==> src/rtl/rx_payload_store_buf_cp_ctrl.sv <==
`timescale 1ns/1ps
// rx_payload_store_buf_cp_ctrl
// Moves one RX store-buffer queue entry at a time through these steps:
//   - read the flow's commit pointer;
//   - issue the write-buffer header;
//   - stream temp-buffer beats into the write buffer;
//   - write the commit pointer back;
//   - free the temp-buffer slab.
// Rejected entries only free their slab. Zero-length entries are consumed
// with nothing issued.
// Optional feature: define RX_STORE_BUF_CP_STATS_EN to build the statistics
// counters. Without it the stat outputs are constant zero.
module rx_payload_store_buf_cp_ctrl (
   input  logic        clk,
   input  logic        rst_n,

   input  logic        store_buf_q_req_val,
   output logic        store_buf_q_req_rdy,

   output logic        store_buf_commit_ptr_rd_req_val,
   input  logic        store_buf_commit_ptr_rd_req_rdy,

   input  logic        commit_ptr_store_buf_rd_resp_val,
   output logic        commit_ptr_store_buf_rd_resp_rdy,

   output logic        store_buf_commit_ptr_wr_req_val,
   input  logic        store_buf_commit_ptr_wr_req_rdy,

   output logic        store_buf_tmp_buf_store_rx_rd_req_val,
   input  logic        store_buf_tmp_buf_store_rx_rd_req_rdy,

   input  logic        tmp_buf_store_store_buf_rx_rd_resp_val,
   output logic        tmp_buf_store_store_buf_rx_rd_resp_rdy,

   output logic        store_buf_tmp_buf_free_slab_rx_req_val,
   input  logic        store_buf_tmp_buf_free_slab_rx_req_rdy,

   output logic        ctrl_wr_buf_req_val,
   input  logic        wr_buf_ctrl_req_rdy,

   output logic        ctrl_wr_buf_req_data_val,
   input  logic        wr_buf_ctrl_req_data_rdy,

   output logic        save_q_entry,
   output logic        save_commit_ptr,
   output logic        init_tmp_buf_rd_metadata,
   output logic        update_tmp_buf_rd_metadata,

   input  logic        last_transfer,
   input  logic        accept_payload,
   input  logic        pkt_len_0,

   output logic [31:0] stat_pkts_copied,
   output logic [31:0] stat_pkts_dropped,
   output logic [31:0] stat_beats
);

   typedef enum logic [2:0] {
      IDLE       = 3'd0,
      CP_RD_REQ  = 3'd1,
      CP_RD_RESP = 3'd2,
      WR_HDR     = 3'd3,
      TMP_RD     = 3'd4,
      DATA       = 3'd5,
      CP_WR      = 3'd6,
      FREE_SLAB  = 3'd7
   } state_t;

   state_t state_q, state_d;

   logic q_hs;
   logic beat_hs;
   logic cp_wr_hs;

   // The entry handshake uses the reset-gated ready.
   assign q_hs     = store_buf_q_req_val & store_buf_q_req_rdy;
   // In DATA the beat handshake is the temp-buffer response meeting the write-buffer data ready.
   assign beat_hs  = (state_q == DATA) & tmp_buf_store_store_buf_rx_rd_resp_val & wr_buf_ctrl_req_data_rdy;
   assign cp_wr_hs = (state_q == CP_WR) & store_buf_commit_ptr_wr_req_rdy;

   // State register; reset returns to IDLE immediately, even mid-packet.
   always_ff @(posedge clk or negedge rst_n) begin
      if (!rst_n) state_q <= IDLE;
      else        state_q <= state_d;
   end

   // Next-state sequencing; each state waits for its own handshake.
   always_comb begin
      state_d = state_q;
      case (state_q)
         IDLE: begin
            if (q_hs) begin
               if (pkt_len_0)            state_d = IDLE;
               else if (!accept_payload) state_d = FREE_SLAB;
               else                      state_d = CP_RD_REQ;
            end
         end
         CP_RD_REQ:  if (store_buf_commit_ptr_rd_req_rdy)       state_d = CP_RD_RESP;
         CP_RD_RESP: if (commit_ptr_store_buf_rd_resp_val)      state_d = WR_HDR;
         WR_HDR:     if (wr_buf_ctrl_req_rdy)                   state_d = TMP_RD;
         TMP_RD:     if (store_buf_tmp_buf_store_rx_rd_req_rdy) state_d = DATA;
         DATA:       if (beat_hs) state_d = last_transfer ? CP_WR : TMP_RD;
         CP_WR:      if (store_buf_commit_ptr_wr_req_rdy)       state_d = FREE_SLAB;
         FREE_SLAB:  if (store_buf_tmp_buf_free_slab_rx_req_rdy) state_d = IDLE;
         default:    state_d = IDLE;
      endcase
   end

   // Outputs are decoded from the current state. IDLE ready is gated by
   // rst_n so nothing is accepted while reset is held. DATA passes the beat
   // handshake straight through.
   always_comb begin
      store_buf_q_req_rdy                    = 1'b0;
      store_buf_commit_ptr_rd_req_val        = 1'b0;
      commit_ptr_store_buf_rd_resp_rdy       = 1'b0;
      store_buf_commit_ptr_wr_req_val        = 1'b0;
      store_buf_tmp_buf_store_rx_rd_req_val  = 1'b0;
      tmp_buf_store_store_buf_rx_rd_resp_rdy = 1'b0;
      store_buf_tmp_buf_free_slab_rx_req_val = 1'b0;
      ctrl_wr_buf_req_val                    = 1'b0;
      ctrl_wr_buf_req_data_val               = 1'b0;
      save_q_entry                           = 1'b0;
      save_commit_ptr                        = 1'b0;
      init_tmp_buf_rd_metadata               = 1'b0;
      update_tmp_buf_rd_metadata             = 1'b0;
      case (state_q)
         IDLE: begin
            store_buf_q_req_rdy      = rst_n;
            save_q_entry             = store_buf_q_req_val & rst_n;
            init_tmp_buf_rd_metadata = store_buf_q_req_val & rst_n;
         end
         CP_RD_REQ: store_buf_commit_ptr_rd_req_val = 1'b1;
         CP_RD_RESP: begin
            commit_ptr_store_buf_rd_resp_rdy = 1'b1;
            save_commit_ptr                  = commit_ptr_store_buf_rd_resp_val;
         end
         WR_HDR: ctrl_wr_buf_req_val = 1'b1;
         TMP_RD: store_buf_tmp_buf_store_rx_rd_req_val = 1'b1;
         DATA: begin
            ctrl_wr_buf_req_data_val               = tmp_buf_store_store_buf_rx_rd_resp_val;
            tmp_buf_store_store_buf_rx_rd_resp_rdy = wr_buf_ctrl_req_data_rdy;
            update_tmp_buf_rd_metadata             = beat_hs & ~last_transfer;
         end
         CP_WR:     store_buf_commit_ptr_wr_req_val        = 1'b1;
         FREE_SLAB: store_buf_tmp_buf_free_slab_rx_req_val = 1'b1;
         default: ;
      endcase
   end

`ifdef RX_STORE_BUF_CP_STATS_EN
   logic [31:0] copied_q, dropped_q, beats_q;

   // Statistics counters; they wrap naturally at 2^32.
   always_ff @(posedge clk or negedge rst_n) begin
      if (!rst_n) begin
         copied_q  <= '0;
         dropped_q <= '0;
         beats_q   <= '0;
      end else begin
         if (cp_wr_hs)                 copied_q  <= copied_q + 32'd1;
         if (q_hs && !accept_payload)  dropped_q <= dropped_q + 32'd1;
         if (beat_hs)                  beats_q   <= beats_q + 32'd1;
      end
   end

   assign stat_pkts_copied  = copied_q;
   assign stat_pkts_dropped = dropped_q;
   assign stat_beats        = beats_q;
`else
   assign stat_pkts_copied  = '0;
   assign stat_pkts_dropped = '0;
   assign stat_beats        = '0;
`endif

endmodule

==> config.mk <==
export PLATFORM = sky130hd
export DESIGN_NAME = rx_payload_store_buf_cp_ctrl
export DESIGN_NICKNAME = d
export VERILOG_FILES = /design/src/rtl/rx_payload_store_buf_cp_ctrl.sv
export SDC_FILE = /design/constraint.sdc
export NUM_CORES = 1
export LEC_CHECK = 0
export CAP_MARGIN = 0
export CELL_PAD_IN_SITES_DETAIL_PLACEMENT = 1
export CELL_PAD_IN_SITES_GLOBAL_PLACEMENT = 2
export CORE_ASPECT_RATIO = 1.25
export CORE_UTILIZATION = 13
export CTS_BUF_LIST = sky130_fd_sc_hd__clkbuf_4
export CTS_CLUSTER_SIZE = 8
export DETAILED_ROUTE_END_ITERATION = 10
export PLACE_DENSITY_LB_ADDON = 0.1
export SETUP_SLACK_MARGIN = 0.05
export SYNTH_ARGS = -nofsm -noshare
export SYNTH_HDL_FRONTEND = slang
export SYNTH_SLANG_ARGS = --single-unit
==> constraint.sdc <==
create_clock -name clk -period 1.6 [get_ports clk]
set_input_delay 0.16 -clock clk [delete_from_list [all_inputs] [get_ports clk]]
set_output_delay 0.16 -clock clk [all_outputs]
set_load 0.02 [all_outputs]
==> reports/results.txt <==
failing checks: design-rule violations, negative setup slack
H-tree levels: 1
Top-Level Pins: 123
crit path launch: state_q[0]
number of global-route vias before repair: 785
CTS sink count: 3
arrival time worst endpoint: 1.71 ns
Power per Cell Area: 1420 nW/µm²
fin util: 17.2%
Die H: 105 µm
CP dominant cell by count: buf_6
Req. time, crit path: 1.70 ns
Avg Vias per Cell: 2.79
Pre-Repair DR Iteration Count: 6
drt total wl: 2740 µm
TritonCTS Buffers: 3
Yosys cell types: 31
Critical Path Max Stage Delay: 0.52 ns
row count: 37
yosys warns: 0
global placement routability congestion: 0.682
fin area: 1410 µm²
Post-Syn Area: 1090 µm²
Slowest cell on crit path: or4b_4
dpl cell area: 1220 µm²
Final setup viols: 1
Leakage: 0.740 nW
IO Port Bufs: 26
Worst-Skew Late Latency: 0.23 ns
clock tree buffer depth: 2
Mapped Cells: 143
total gr overflow: 0
share of layout cells above drive strength 1: 32.3%
Starting DRT DRC Count: 35
post-route ant nets: 0
Largest register FFs: 3
Final Worst Setup Slack: -0.00919 ns
DP Wirelength: 2370 µm
critical path class: flip-flop to flip-flop
status: finished, violations left
unrepaired setup endpoints after global routing: true
critical register-to-register path startpoint: state_q[0]
root buffer selected by CTS: clkbuf_4
# diodes: 0
Largest regs: state_q x3
hold crit path type: input pin to async pin
Worst Setup Start Kind: flip-flop
Fmax: 621 MHz
Max-Cap Viols: 0
most frequent cells in the layout: conb_1, buf_4, buf_6
CTS tree: yes
Worst Skew: 0.00224 ns
Top reg by flops: state_q
all-layer global routing usage: 5.98%
Syn-to-layout area delta: 28.5%
hold slack: 0.218 ns
Final min period: 1.61 ns
Max Slew Vio Count: 0
clk slew on worst S/H paths: 0.04 ns
Avg Cell Area, Syn: 7.66 µm²
initial core utilization: 13.4%
commonest non-fill, non-tap cell in the layout: conb_1
Final Cycle Share: 101%
Final Power: 2.00 mW
Core Area: 8190 µm²
FF+latch count, synth: 3
crit path capture type: flip-flop
initial antenna violation count: 0
Hold-fix buffers, CTS: 0
Max VDD drop: 0.000247 V
crit-path max FO: 3
die area: 8790 µm²
final hold vios: 0
crit-path cells: buf_6, buf_6, or4b_4, o31a_1, o2111ai_2, o31ai_2
WL/cell: 9.48 µm
Vias: 807
Seq/Total Area, Yosys: 6.86%
largest net degree at the start of global routing: 8
die width: 84.1 µm
# DRC: 16
Layout Nets: 207
first-pass GRT wire length: 4140 µm
-- routing by layer --
layer  up-vias  share of wire, %  GRT usage [%]
met1       374                31           5.24
met2        65                61           13.1
met4         0                 0          0.739
li1        368                 -              -
met3         0               7.6           1.82
met5         -                 0              0
-- layout make-up --
cell class | instances | area, µm²
clock buffers | 4 | 30.0
fillers | 1016 | 6790
inverters | 3 | 15.0
multi-input cells | 131 | 702
flip-flops and latches | 3 | 78.8
well taps | 97 | 121
repair buffers | 51 | 459
-- where the power goes --
| group | switching (mW) | internal (mW) | leakage (nW) |
|---|---|---|---|
| Combinational | 0.892 | 0.779 | 0.689 |
| Sequential | 0.0548 | 0.125 | 0.0324 |
| Clock | 0.0406 | 0.110 | 0.0184 |
-- metrics by stage --
stage          instances  setup slack (ns)  TNS [ns]
4_1_cts              288           -0.0329   -0.0561
6_report             289          -0.00919  -0.00919
2_1_floorplan        238            0.0597         0
5_1_grt              289           -0.0694    -0.219
3_3_place_gp         276            -0.190     -1.79
3_5_place_dp         276            -0.221     -1.92
-- cells by family (layout without fill, tap and decap cells) --
logic type	after synthesis	in the layout	synth area share [%]
DFF	3	3	6.86
muxes	2	2	2.97
and+or+nand+nor	21	21	11.5
other	1	96	0.343
AOI/OAI and AO/OA	12	12	8.57
buffers and inverters	104	58	69.7
-- Yosys cell counts (all sizes together) --
library cell,n,share of area (%)
buf,100,68
and3,4,2.3
o21ai,4,1.8
and2,3,1.7
dfrtp,3,6.9
inv,3,1.0
nor2,3,1.0
nor3,2,0.91
nor4,2,1.1
a2111oi,1,0.80
a211oi,1,0.69
a21oi,1,0.46
a221o,1,0.91
a31oi,1,0.57
and3b,1,0.80
clkbuf,1,0.34
conb,1,0.34
mux2i,1,0.91
mux4,1,2.1
nand2,1,0.34
nand2b,1,0.57
nand3,1,0.46
nor4b,1,0.80
o2111ai,1,1.4
o31a,1,0.80
o31ai,1,1.1
or2,1,0.57
or4b,1,0.91
-- what timing repair did --
action / CTS / global route
pin swaps: 5 / 3
setup endpoints to repair: 16 / 14
gates cloned: 0 / 0
setup buffers: 8 / 1
gates resized for setup: 72 / 19
-- critical path: cells and delay by family, from the launching register on --
family,cells,cell delay (ns)
and+or+nand+nor,1,0.52
DFF,1,0.40
AOI/OAI and AO/OA,3,0.32
buffers and inverters,2,0.24
-- worst paths after layout --
path,endpoint,slack [ns],depth (start not counted)
worst min register to register,state_q[1],0.83,3
max in group asynchronous,state_q[2],1.27,2
worst max-delay path,state_q[1],-0.009,6
min in group clk,state_q[2],0.66,3
worst max register to register,state_q[1],-0.009,6
worst min-delay path,state_q[1],0.22,2
Note: power is estimated with default switching activity, not from simulation.
